$ cat src/rtl/data_mem_sequencer.sv
// data_mem_sequencer: round-robin word access to a byte-wide memory, split into four little-endian byte beats.
module data_mem_sequencer #(
  parameter int ADDR_W = 32
) (
  input  logic              clk,
  input  logic              rst,
  input  logic              req0,
  input  logic              req1,
  input  logic              we0,
  input  logic              we1,
  input  logic [ADDR_W-1:0] addr0,
  input  logic [ADDR_W-1:0] addr1,
  input  logic [31:0]       wdata0,
  input  logic [31:0]       wdata1,
  output logic              ready0,
  output logic              ready1,
  output logic [31:0]       rdata,
  output logic [ADDR_W-1:0] mem_addr,
  output logic [7:0]        mem_wdata,
  output logic              mem_w_en,
  output logic              mem_r_en,
  input  logic [7:0]        mem_rdata
);
  typedef enum logic [2:0] {IDLE, BEAT0, BEAT1, BEAT2, BEAT3, DONE} state_t;
  state_t            state_q;
  logic              prio_q;
  logic              owner_q;
  logic              we_q;
  logic [31:0]       wdata_q;
  logic              gnt;
  logic              g_we;
  logic [ADDR_W-1:0] g_addr;
  logic [31:0]       g_wdata;
  logic [1:0]        k;
  assign gnt     = req1 & (~req0 | prio_q);
  assign g_we    = gnt ? we1 : we0;
  assign g_addr  = gnt ? addr1 : addr0;
  assign g_wdata = gnt ? wdata1 : wdata0;
  // The base is word aligned, so the low address bits double as the beat index.
  assign k = mem_addr[1:0] + 2'd1;
  always_ff @(posedge clk or posedge rst) begin
    if (rst) begin
      state_q   <= IDLE;
      prio_q    <= 1'b0;
      owner_q   <= 1'b0;
      we_q      <= 1'b0;
      wdata_q   <= '0;
      ready0    <= 1'b0;
      ready1    <= 1'b0;
      rdata     <= '0;
      mem_addr  <= '0;
      mem_wdata <= '0;
      mem_w_en  <= 1'b0;
      mem_r_en  <= 1'b0;
    end else begin
      case (state_q)
        IDLE: if (req0 | req1) begin
          owner_q   <= gnt;
          prio_q    <= ~gnt;
          we_q      <= g_we;
          wdata_q   <= g_wdata;
          mem_addr  <= g_addr & ~ADDR_W'(3);
          mem_wdata <= g_wdata[7:0];
          mem_w_en  <= g_we;
          mem_r_en  <= ~g_we;
          state_q   <= BEAT0;
        end
        BEAT0, BEAT1, BEAT2, BEAT3: begin
          if (!we_q) rdata[{mem_addr[1:0], 3'b000} +: 8] <= mem_rdata;
          if (state_q == BEAT3) begin
            mem_w_en <= 1'b0;
            mem_r_en <= 1'b0;
            ready0   <= ~owner_q;
            ready1   <= owner_q;
            state_q  <= DONE;
          end else begin
            mem_addr  <= {mem_addr[ADDR_W-1:2], k};
            mem_wdata <= wdata_q[{k, 3'b000} +: 8];
            state_q   <= state_t'(state_q + 3'd1);
          end
        end
        default: begin
          ready0  <= 1'b0;
          ready1  <= 1'b0;
          state_q <= IDLE;
        end
      endcase
    end
  end
endmodule

$ cat config.mk
export PLATFORM = sky130hd
export DESIGN_NAME = data_mem_sequencer
export DESIGN_NICKNAME = d
export VERILOG_FILES = /design/src/rtl/data_mem_sequencer.sv
export SDC_FILE = /design/constraint.sdc
export NUM_CORES = 1
export LEC_CHECK = 0
export ABC_AREA = 1
export BUFFER_PORTS_ARGS = -buffer_cell sky130_fd_sc_hd__clkbuf_2
export CELL_PAD_IN_SITES_DETAIL_PLACEMENT = 1
export CELL_PAD_IN_SITES_GLOBAL_PLACEMENT = 1
export CORE_MARGIN = 3
export CORE_UTILIZATION = 35
export DETAILED_ROUTE_END_ITERATION = 12
export HOLD_SLACK_MARGIN = 0.06
export PLACE_DENSITY = 0.83
export SYNTH_ARGS = -nofsm -noshare
export SYNTH_HDL_FRONTEND = slang
export SYNTH_SLANG_ARGS = --single-unit
$ cat constraint.sdc
create_clock -name clk -period 3.9 [get_ports clk]
set_clock_uncertainty 0.05 [all_clocks]
set_input_delay 0.39 -clock clk [delete_from_list [all_inputs] [get_ports clk]]
set_output_delay 0.39 -clock clk [all_outputs]
set_load 0.005 [all_outputs]
Word-level counts from Yosys, hierarchy flattened
Index checks and enable logic that the tools add are counted.

storage, ports and cells
  input bits = 142
  logic and storage cells = 67
  register bits after elaboration = 114
  output and inout port bits = 76

operators by class
  bitwise gates (word level) = 10
  equal/unequal tests = 7
  reduce and logical (&&, ||, !) cells = 9
  multiplexer cells = 22
  $add $sub $neg = 3
  shifts and indexed selects = 3

operators with widths
  kind                                                                     number
  32-bit two-way mux                                                       3
  32-bit case mux with 2 select lines                                      1
  32-bit bitwise mux                                                       1
  8-bit by 7-bit variable shift with 32-bit output (first input constant)  1
  32-bit by 6-bit indexed part select with 8-bit output                    1
  8-bit by 7-bit indexed part select with 32-bit output                    1
  8-bit two-way mux                                                        2
  8-bit case mux with 2 select lines                                       1
  3-bit AND reduction                                                      3
  1-bit case mux with 2 select lines                                       4
  5-bit negation with 7-bit output                                         1
  1-bit NOT                                                                7
  3-bit by 2-bit equality test with 1-bit output (second input constant)   2
  1-bit two-way mux                                                        6
  3-bit two-way mux                                                        2
  2-bit != test (second input constant)                                    3
  3-bit case mux with 2 select lines                                       1
  2-bit AND reduction                                                      3
  4-bit OR reduction                                                       1
  3-bit by 1-bit adder with 3-bit output (second input constant)           1
  3-bit by 1-bit equality test with 1-bit output (second input constant)   1
  3-bit equality test (second input constant)                              1
  3-bit logical NOT                                                        1
  2-bit by 1-bit adder with 2-bit output (second input constant)           1
  other kinds (4)                                                          5

Longest topological paths before layout
Gate-level depths: netlist of run 1.

  depth in word-level cells = 7
  depth in mapped cells = 11
  gate-level depth less buffers = 10

Least setup slack after synthesis of run 1
OpenSTA, ideal clock, no wires.

  path kind = register to register
  from = register mem_addr[0]
  to = register rdata[25]
  setup time = 66 ps
  path buffers = 3
  setup slack = 1906 ps
  cell stages (with the launch flop) = 11
  arrival = 1878 ps
  required time = 3784 ps
  cells stage by stage = dfrtp_1 -> buf_2 -> inv_1 -> buf_2 -> ha_1 -> inv_1 -> clkbuf_1 -> nand2_1 -> nor2_1 -> nand2_1 -> nand2_1

on the way
  longest elaborated chain between the ends = 3
  elaborated cells on any way between the ends = 4

RTL lines
  what                                                                                                                              line  text
  start: declaration                                                                                                                18    output logic [ADDR_W-1:0] mem_addr,
  start signal: assignment                                                                                                          62    mem_addr <= g_addr & ~ADDR_W'(3);
  start signal: assignment                                                                                                          77    mem_addr <= {mem_addr[ADDR_W-1:2], k};
  5-bit negation with 7-bit output (*)                                                                                              69    if (!we_q) rdata[{mem_addr[1:0], 3'b000} +: 8] <= mem_rdata;
  8-bit by 7-bit indexed part select with 32-bit output / 8-bit by 7-bit variable shift with 32-bit output (equally long branches)  69
  32-bit bitwise mux (*)                                                                                                            69
  end signal: indexed assignment                                                                                                    69
  end: declaration                                                                                                                  17    output logic [31:0] rdata,

Mark *: on every way between the ends. The rest lies on a longest branch, timed or not.
A chain may end at the register's enable or synchronous reset.

Worst setup path after layout of run 1
  from = register state_q[0]
  to = register mem_wdata[7]

on the way
  longest elaborated chain between the ends = 4
  elaborated cells on any way between the ends = 11

RTL lines
  what                                                                  line    text
  start: declaration                                                    25      state_t state_q;
  start signal: assignment                                              79      state_q <= state_t'(state_q + 3'd1);
  3-bit equality test, or another cell as far along                     56, 70
  4-bit OR reduction                                                    56      case (state_q)
  2-bit != test (no line) / 2-bit nonzero test (equally long branches)  -
  3-bit AND reduction (no line)                                         -
  end signal: assignment                                                63      mem_wdata <= g_wdata[7:0];
  end signal: assignment                                                78      mem_wdata <= wdata_q[{k, 3'b000} +: 8];
  end: declaration                                                      19      output logic [7:0] mem_wdata,

Parallel ways exist; a longest one is shown, timed or not.

==> results of run 1 <==
## layout by cell type (no fill, tap or decap)
cell type / count
nand2_1: 376
clkbuf_2: 213
dfrtp_1: 114
nand3_1: 99
o21ai_0: 67
nor2_1: 47
inv_1: 24
clkbuf_16: 17
ha_1: 10
a31oi_1: 8
clkinv_2: 7
buf_4: 6
nor2_4: 4
inv_2: 3
nand2_2: 3
a21oi_1: 3
bufinv_16: 3
clkinvlp_4: 2
clkbuf_1: 2
clkbuf_8: 2
o21ai_2: 1
a21oi_2: 1
nor2_2: 1
nand2_4: 1
a21oi_4: 1
inv_4: 1
nand3b_1: 1
buf_12: 1
## area by class of cell
type                            count  area, sq um
Clock inverter                     11          135
Sequential cell                   114         2850
Clock buffer                       21          460
Multi-Input combinational cell    623         2730
Inverter                           29          113
Timing Repair Buffer              220         1130
Fill cell                        2209         8880
Tap cell                          220          275
## state kept, by name, summed over array words and instances (netlist names), 3 cells and up
name / flops
mem_addr: 32
mem_wdata: 8
rdata: 32
wdata_q: 32
state_q: 3
## critical path: stages, from the launching register on
cell	delay, ns
dfrtp_1	0.41
inv_1	0.13
ha_1	0.25
inv_2	0.08
nor2_4	0.16
nand2_2	0.14
nand2_4	0.55
nand2_1	0.46
clkinv_2	0.28
nand2_1	0.08
nand2_1	0.07
## path summary, 6_finish.rpt
| kind | endpoint | slack [ns] | cells past startpoint |
|---|---|---|---|
| min in group clk | wdata_q[12] | 0.13 | 3 |
| worst max-delay path | mem_wdata[7] | 1.15 | 10 |
| worst min-delay path | wdata_q[17] | 0.08 | 2 |
| worst max register to register | mem_wdata[7] | 1.15 | 10 |
| worst min register to register | mem_wdata[0] | 0.43 | 2 |
| max in group asynchronous | state_q[2] | 2.93 | 3 |
## cell usage after synthesis, types with 3 or more instances
cell        n
inv_2       3
dfrtp_1   114
inv_1      25
buf_2      16
buf_6       9
o21ai_0    67
nand2_1   376
nor2_1     47
ha_1       10
nand3_1    99
nor2_4      4
a31oi_1     8
nand2_2     3
clkbuf_1   17
a21oi_1     3
## power by group through the flow
stage          Clock, uW  Combinational [uW]  Sequential, uW
2_1_floorplan          0                2110            2060
6_report            1590                3060            2090
5_1_grt             1670                3540            2160
3_3_place_gp           0                2990            2080
3_5_place_dp           0                3100            2100
4_1_cts             1620                3130            2090
## per-layer routing
| metal | wire length, microns | track usage | up-vias | share of wire |
|---|---|---|---|---|
| met2 | 10500 | 0.397 | 170 | 0.52 |
| li1 | - | - | 2971 | - |
| met5 | 0 | 0 | - | 0 |
| met1 | 7950 | 0.257 | 2890 | 0.39 |
| met3 | 1300 | 0.0659 | 39 | 0.064 |
| met4 | 500 | 0.0817 | 0 | 0.025 |
## kinds of logic after synthesis
kind of cell             Yosys count
AND/OR/NAND/NOR                  532
flip-flops                       114
AO/OA/AOI/OAI                     81
adder cells (fa/ha/maj)           10
buffers and inverters             72
## per-stage QoR
| stage | hold WS, ns | instance area (sq um) | setup slack [ns] | utilization | total power, uW |
|---|---|---|---|---|---|
| after floorplan | 0.387 | 5950 | 0.444 | - | 4160 |
| after global placement | 0.416 | 7100 | 1.25 | 0.428 | 5070 |
| after detailed placement | 0.421 | 7100 | 1.19 | 0.428 | 5200 |
| after CTS | 0.0973 | 7700 | 1.13 | 0.464 | 6840 |
| after global routing | 0.130 | 7700 | 0.878 | 0.464 | 7380 |
| final | 0.0765 | 7700 | 1.15 | 0.464 | 6740 |
==> results.md, run 1 <==
Run status:
- The flow ran to the end, and the final reports show no timing, DRC or antenna violations.

Pwr:
- The cell area power density is 875 nW/um^2.
- The portion of total power attributed to combinational logic is 0.454.
- The clock network fraction of total power is 0.236.
- The worst ir drop on vdd is 0.000428 V.
- The analysis attributes to net switching a power of 2960 uW.
- The fraction of power spent switching nets is 0.440.
- The share of total power dissipated in sequential elements is 0.310.
- The total internal power is 3770 uW.
- Summed over all cells, the static leakage comes to 0.00429 uW.

Die:
- The die height is 136 microns.
- The total core area is 16600 sq um.
- The floorplan row count is 47.
- The initial utilization of the core area, before any placement, comes to 0.359.
- The total I/O pin count is 218.
- The floorplan step set the die width to 136 microns.
- The die covers 18600 sq um.

Global routing:
- The number of global-route vias before repair came to 6566.
- The largest net degree at the start of global routing is 64.
- The overall global routing resource usage is 0.225.
- The wire length of the first global-routing pass is 32700 microns.
- The initial antenna violation count came to 0.
- The remaining global-route overflow is 0.

Route:
- In the routed layout, each cell is associated on average with a via count of 4.90.
- Once detail routing completed, the nets flagged for antenna violations numbered 0.
- After detailed routing, the number of remaining DRC violations is 0.
- In the final routed layout, each cell accounts on average for 16.3 microns.
- The total routed wirelength is 20200 microns.
- For this block, the via count after detailed routing is 6070.
- The number of violations reported at the end of detailed-routing iteration 0 is 362.
- Before antenna repair, the detailed router went through 4 iterations.

Placement:
- Port buffering added 213 buffers.
- The estimated wirelength of the detail-placed design is 14500 microns.
- At the end of routability-driven placement, the weighted congestion stood at 0.842.
- The number of placed instances with taps included is 1206.

STA:
- In the finished design, the share of the clock period the worst path needs comes to 0.705.
- The highest achievable clock rate is 364 MHz.
- The count of endpoints failing setup in the final report is 0.
- The summed negative setup slack over all endpoints is 0 ns.
- The final max-slew violation count is 0.
- The routed design could run at a clock period as short as 2.75 ns.
- The worst pin sits at a relative slew slack of 0.466.
- The count of endpoints failing hold in the final timing report was 0.
- For the pin with the worst max-slew slack, the measured transition is 0.801 ns.
- Setup repair after global routing left no endpoint under its margin.

Clock tree:
- Clock tree synthesis found a total of 114 sinks.
- The buffer type at the clock tree root is clkbuf_16.
- The TritonCTS clock tree is built.
- In this run the post-CTS setup repair buffer count came out at 0.
- Buffers inserted to repair hold after CTS numbered 0.
- After clock tree synthesis, the clock-pin slew on the worst setup and hold paths is 0.06 ns.
- The clock insertion delay at the later pin of the skew report is 0.42 ns.
- After clock tree synthesis, the repair step resized 0 gates.
- The maximum buffer depth of the clock tree is 2.
- The number of H-tree levels is 4.
- TritonCTS created 17 clock buffers.

Setup path:
- The critical path required time is 4.20 ns.
- Tracing the worst setup path back leads to its startpoint at state_q[0].
- The startpoint identified for the worst register-to-register timing path is state_q[0].
- The data arrival time of the critical path is 3.05 ns.
- The critical path capture point type is a flop.
- The class of the most critical setup path is flop to flop.
- The critical path launch point type is a flop.
- Of all nets on the critical path, the largest fanout is 62.

Synth:
- In this run, distinct cell masters in the synthesized netlist total 23.
- Of the synthesized area, sequential elements account for 0.480.
- The total number of yosys warnings is 0.
- The share of synthesized area in the top cell type comes to 0.480.
- The dominant combinational cell family by area after synthesis is simple AND/OR/NAND/NOR gates.
- The async set or reset register ratio after synthesis is 1.00.
- The mean cell area of the mapped netlist is 7.35 sq um.
- After synthesis the netlist holds a flip-flop and latch count of 114.
- In this run the cell area of the synthesized design comes to 5950 sq um.
- The post-synthesis simple-gate area fraction is 0.365.
- The XOR/XNOR share of the synthesized area is 0.
- In the post-synthesis netlist, the biggest area contributors are dfrtp_1 48%, nand2_1 24%, nand3_1 8.3%.
- The synthesized instance count is 809.
- In this run, synthesis inferred 0 flip-flops with an integrated enable.
- Of the total synthesized cell area, the portion taken by full adders, half adders and majority gates is 0.0210.
- The most area-hungry cell type in the Yosys netlist is dfrtp_1.
- Synthesis produced a netlist with a net count of 961.
- The synthesized-area fraction occupied by ao, oa, aoi and oai cells is 0.0730.
- After synthesis, the share of cell area in mux cells is 0.
- The commonest register cell after synthesis is dfrtp_1.

Finish:
- The post-synthesis to final-layout area growth is 29.5%.
- Of the cells placed in the final design, the portion with a size suffix greater than 1 is 0.262.
- The number of antenna diodes in the final layout is 0.
- The final non-filler cell total is 1238.
- After the last flow step, the layout net total stands at 1157.

Flow run:
- Max-cap violations in this run came to 0.

Hold path:
- The path class of the tightest hold or removal check is input pin to asynchronous set/reset pin.
(Power assumes the default switching activity.)
==> run 2: changes to the inputs <==
Settings changed: CORE_UTILIZATION 35 to 31, PLACE_DENSITY 0.83 to 0.78.
Clock period 3.9 ns to 2.45 ns, I/O delays scaled along.
==> results.md, run 2 (synthesis gave the netlist of run 1 again) <==
Die:
- The total core area is 18800 sq um.
- Pin placement for this block handled 218 I/O pins.
- The floorplan row count is 50.
- The initial utilization of the core area, before any placement, comes to 0.317.
- The die covers 20900 sq um.
- In this run the vertical extent of the chip is 145 microns.
- The die is 145 microns wide.

Global routing:
- The overall global routing resource usage is 0.212.
- Global routing finished with a remaining overflow of 0.
- The largest net degree at the start of global routing is 61.
- The first global-routing pass estimated 35100 microns of wire.
- The initial antenna violation count was 0.
- The number of global-route vias before repair is 6932.

Clock tree:
- The clock insertion delay at the later pin of the skew report is 0.42 ns.
- The cell sitting at the root of the clock tree is a clkbuf_16.
- The number of H-tree levels is 4.
- The clock passes through at most 2 buffers.
- Clock tree synthesis found a total of 114 sinks.
- The number of CTS-inserted buffers is 17.
- The TritonCTS clock tree is built.
- After clock tree synthesis, the clock-pin slew on the worst setup and hold paths is 0.06 ns.

STA:
- The final max-slew violation count came to 0.
- Setup repair after global routing left no endpoint under its margin.
- Hold timing on the final database bottoms out at a slack of 0.0760 ns.
- At the pin with the least slew margin, the transition time is 0.800 ns.
- The highest achievable clock rate is 445 MHz.
- The share of the clock period used by the worst path after layout is 0.916.
- Subtracting the final worst setup slack from the clock period gives 2.25 ns.
- The count of endpoints failing hold in the final timing report is 0.
- The count of endpoints failing setup in the final report is 0.
- The worst-case headroom to the max-slew limit is 0.466.
- After routing, the total negative slack on setup checks comes to 0 ns.

Placement:
- The estimated wirelength of the detail-placed design is 14900 microns.
- The placer congestion estimate is 0.782.
- Buffers placed on the I/O ports in this run total 213.

Route:
- In this run, the number of DRC markers left after iteration 0 of detailed routing was 232.
- The total iterations of the first detailed-routing run is 4.
- The routed via count is 6404.
- For this run, design rule violations remaining after detail routing come to 0.
- The via density per instance is 4.81.
- After detailed routing, the average wire length per cell comes to 16.5 microns.
- The number of antenna-violating nets in the routed design is 0.
- For this block, the routed nets add up to 22000 microns of wire.

Hold path:
- The worst hold path cell count is 3.
- The hold path startpoint is wdata1[2].
- For hold timing, the worst endpoint is wdata_q[2].
- The path class of the tightest hold or removal check is input pin to flop.

Setup path:
- Grouping stages by cell kind, the critical path spends the most delay in simple AND/OR/NAND/NOR gates.
- The data arrival time of the critical path is 2.55 ns.
- The depth of the most critical reg-to-reg path is 8.
- For this run, the slowest stage of the critical path takes 0.48 ns.
- The critical path capture point type is a flop.
- The class of the most critical setup path is flop to flop.
- The peak fanout along the critical path is 15.
- The critical path goes through inv_1, ha_1, a21oi_2, nand2_2, nand2_2, nor2_1, nand2_1, nand2_1.
- STA puts the critical path data required time at 2.75 ns.
- Counting both buffers and inverters, the worst setup path holds a total of 1.
- In this run the critical register-to-register path is launched from state_q[0].
- For this design, the slowest cell found on the critical path is nor2_1.
- The reg2reg setup slack is 0.20 ns.
- The critical path launch point type is a flop.
- The terminus of the critical flop-to-flop path is rdata[15].

Finish:
- The library cells used most frequently in the layout, excluding fill and tap cells, are 376 x nand2_1, 213 x clkbuf_2, 114 x dfrtp_1.
- The repair_antennas step left the layout with diodes totalling 0.
- In the final layout, the share of cells above drive strength 1 is 0.254.
- The post-synthesis to final-layout area growth is 43.4%.
- The largest registers in the layout are mem_addr (32), rdata (32), wdata_q (32).
- The most common cell after layout, fill and taps aside is nand2_1.
- For this run, the post-layout net count is 1236.

Flow run:
- The max capacitance violation total is 0.

Pwr:
- The static leakage is 0.00463 uW.
- Across the VDD grid, the largest voltage drop is 0.000628 V.
- The cell area power density is 1310 nW/um^2.

Run status:
- The run finished with clean final reports.
==> run 2: how the worst max path moves through the flow <==
stage	startpoint	end	cells past startpoint
after CTS	state_q[0]	wdata_q[5]	9
after global routing	state_q[0]	rdata[15]	8
after floorplan	mem_addr[0]	rdata[25]	10
after detailed placement	state_q[0]	mem_wdata[0]	9
after global placement	state_q[0]	mem_addr[3]	7
final	state_q[0]	rdata[15]	8
==> run 2: worst reg2reg max path, cell delays in order (launching register included) <==
cell     delay (ns)
dfrtp_1        0.41
inv_1          0.11
ha_1           0.27
a21oi_2        0.10
nand2_2        0.27
nand2_2        0.26
nor2_1         0.48
nand2_1        0.14
nand2_1        0.10
==> run 2: metrics by stage <==
step	instances	instance area [sq um]	utilization	total power, uW	setup WS, ns
3_5_place_dp	1227	7160	0.382	8380	0.206
5_1_grt	1331	8530	0.454	12300	0.0105
6_report	1331	8530	0.454	11200	0.205
2_1_floorplan	809	5950	-	6630	0.456
4_1_cts	1328	8500	0.453	11300	0.121
3_3_place_gp	1227	7160	0.382	8200	0.303
==> run 2: cell type report <==
cell class | instances | area, sq um
multi-input combinational | 623 | 2730
clock inverter | 13 | 208
fill | 2369 | 10200
timing repair buffer | 299 | 1880
inverter | 29 | 114
sequential | 114 | 2850
tap | 234 | 293
clock buffer | 19 | 443
==> run 2: power breakdown <==
| part | leakage (uW) | internal, uW | total, uW | switching (uW) |
|---|---|---|---|---|
| sequential | 0.00142 | 2810 | 3350 | 537 |
| combinational | 0.00290 | 1740 | 5120 | 3370 |
| clock | 0.000306 | 1830 | 2750 | 919 |
| total | 0.00463 | 6380 | 11200 | 4830 |
==> run 2: routing by layer <==
metal,vias to the layer above,global-route usage,share of wire
met5,-,0,0
met4,0,0.0648,0.017
met3,29,0.0589,0.060
met2,182,0.377,0.52
met1,3068,0.249,0.41
li1,3125,-,-
==> run 2: timing repair <==
action / in CTS / in global routing
buffers inserted: 0 / 3
gates resized for setup: 0 / 1
endpoints found under the setup margin: 0 / 3
endpoints found under the hold margin: 97 / 0
hold buffers: 69 / 0
==> run 3: changes to the inputs <==
==> constraint.sdc (replaced) <==
create_clock -name clk -period 2.45 [get_ports clk]
set_clock_uncertainty 0.05 [all_clocks]
set_input_delay 0.49 -clock clk [delete_from_list [all_inputs] [get_ports clk]]
set_output_delay 0.49 -clock clk [all_outputs]
set_load 0.005 [all_outputs]
==> results.md, run 3 (synthesis gave the netlist of run 1 again) <==
Run status:
- The run finished with clean final reports.

Clock tree:
- For the worst-skew pair, the clock arrives at the later sink with an insertion delay of 0.41 ns.
- The clock transition at the registers of the reported paths is 0.06 ns.
- The buffer type at the clock tree root is clkbuf_16.
- The post-CTS setup repair buffer count is 0.
- The number of CTS-inserted buffers is 17.
- The maximum buffer depth of the clock tree is 2.
- The CTS sink count is 114.
- TritonCTS built the clock tree.
- The clock tree synthesis step divided the H-tree into 4 levels.

Route:
- The number of remaining DRC errors is 0.
- The per-cell routed wire length is 16.4 microns.
- The first TritonRoute pass finished after 5 iterations.
- The number of antenna-violating nets in the routed design is 0.
- The routed design has 20700 microns of wire.
- The number of violations reported at the end of detailed-routing iteration 0 is 185.
- The via density per instance is 4.81.
- The routed layout has 6075 vias.

Global routing:
- The remaining global-route overflow is 0.
- The wire length of the first global-routing pass is 32900 microns.
- The initial antenna violation count is 0.
- The number of global-route vias before repair came to 6438.
- Entering global routing, the biggest net connects 47 pins.
- Across every metal layer, demand over resource in global routing totals 0.201.

STA:
- In this run the tightest slew margin relative to its limit is 0.667.
- Dividing the final minimum period by the clock period gives 0.900.
- The highest achievable clock rate is 453 MHz.
- The actual transition at the worst max-transition pin is 0.497 ns.
- The final max-slew violation count was 0.
- The count of endpoints failing setup in the final report is 0.
- Setup repair after global routing left no endpoint under its margin.
- The count of endpoints failing hold in the final timing report was 0.
- Setup total negative slack on the finished layout was measured at 0 ns.
- The final worst slack is 0.245 ns.
- After layout, the minimum clock period comes to 2.21 ns.

Setup path:
- The critical path capture point type is a flop.
- STA puts the critical path data required time at 2.74 ns.
- The worst setup path is launched from a flop.
- The critical path is of the flop to flop type.
- Data arrives at the worst endpoint at 2.50 ns.
- Along the worst path, the maximum fanout reaches 14.

Placement:
- The wire-length estimate of the detail-placed layout is 15600 microns.
- Routability-driven placement finished with a final weighted congestion of 0.786.
- The quantity of I/O buffers inserted on ports is 213.
- The number of placed instances with taps included is 1232.
- The pre-CTS setup slack is 0.207 ns.

Pwr:
- The relative contribution of sequential cells to total power is 0.310.
- The overall power consumption is 10800 uW.
- The portion of total power attributed to combinational logic is 0.462.
- The internal power of the cells totals 6040 uW.
- The cell area power density is 1380 nW/um^2.
- The fraction of power spent switching nets is 0.441.
- The share of total power dissipated in the clock network is 0.228.
- The switching component of the power is 4760 uW.
- Across the VDD grid, the largest voltage drop is 0.000475 V.
- The static leakage is 0.00435 uW.

Die:
- The die height is 145 microns.
- The starting density of the core is 0.317.
- In this run the standard cell core region covers 18800 sq um.
- Row generation in the floorplan step produced 50 rows.
- The die area is 20900 sq um.
- The total I/O pin count is 218.
- The die width is 145 microns.

Finish:
- The top cell types in the final layout, fill and taps aside, are 376 x nand2_1, 213 x clkbuf_2, 114 x dfrtp_1.
- The count of inserted antenna diode cells is 0.
- In the final layout, the share of cells above drive strength 1 is 0.272.
- In the final layout, the registers with the most flip-flops are mem_addr (32), rdata (32), wdata_q (32).
- Excluding fillers, the count of instances in the completed layout stands at 1264.
- The most common cell after layout, fill and taps aside is nand2_1.
- After the last flow step, the layout net total stands at 1170.
- The post-synthesis to final-layout area growth is 31.5%.

Flow run:
- Max-cap violations in this run came to 0.

Hold path:
- The min-delay analysis places its worst path in the category input pin to flop.
run 3: cell count changes in the layout (fill, tap and decap cells not counted):
cell and change:
buf_6 +1, clkinvlp_4 -2, bufinv_16 -3, clkbuf_8 +2
buf_4 -1, inv_6 -1, dlygate4sd3_1 -68, clkinv_2 +3
buf_12 +2
run 3: what timing repair did:
action | CTS | global route
endpoints found under the setup margin | 0 | 20
hold endpoints to repair | 13 | 0
resized for setup | 0 | 2
hold buffers | 1 | 0
run 3: through the flow:
| step | utilization | hold slack, ns | instance area [sq um] |
|---|---|---|---|
| floorplan | - | 0.387 | 5950 |
| global placement | 0.385 | 0.394 | 7220 |
| detailed placement | 0.385 | 0.427 | 7220 |
| CTS | 0.416 | 0.219 | 7810 |
| global route | 0.417 | 0.228 | 7820 |
| finish | 0.417 | 0.236 | 7820 |
run 3: final cells by class:
type | count | area, sq um
Multi-Input combinational cell | 623 | 2730
Fill cell | 2430 | 10900
Timing Repair Buffer | 233 | 1250
Tap cell | 234 | 293
Inverter | 29 | 114
Clock buffer | 21 | 470
Clock inverter | 10 | 109
Sequential cell | 114 | 2850
run 3: critical path, stage by stage (launching register included):
cell	delay (ns)
dfrtp_1	0.41
inv_1	0.12
ha_1	0.27
a21oi_2	0.10
nand2_2	0.24
nand2_2	0.25
nor2_1	0.46
nand2_1	0.11
nand2_1	0.12
run 3: worst paths after layout:
path	cells after the start	slack, ns	start	to
max	8	0.24	state_q[0]	rdata[10]
min	3	0.24	wdata0[16]	wdata_q[16]
max reg2reg	8	0.24	state_q[0]	rdata[10]
min reg2reg	1	0.43	owner_q	ready0
max in group asynchronous	4	1.06	rst	mem_addr[29]
min in group asynchronous	3	0.59	rst	wdata_q[17]
run 3: power groups by stage:
stage | clock network (uW) | registers (uW) | logic (uW)
after floorplan | 0 | 3270 | 3350
after global placement | 0 | 3340 | 4880
after detailed placement | 0 | 3380 | 5070
after CTS | 2510 | 3370 | 5090
after global routing | 2600 | 3460 | 5780
final | 2460 | 3350 | 4990
run 3: layer usage:
| layer | vias up | global-route usage | wire length [microns] |
|---|---|---|---|
| met5 | - | 0 | 0 |
| met4 | 0 | 0.0574 | 318 |
| met3 | 24 | 0.0622 | 1390 |
| met2 | 177 | 0.356 | 10500 |
| met1 | 2884 | 0.233 | 8450 |
| li1 | 2990 | - | - |
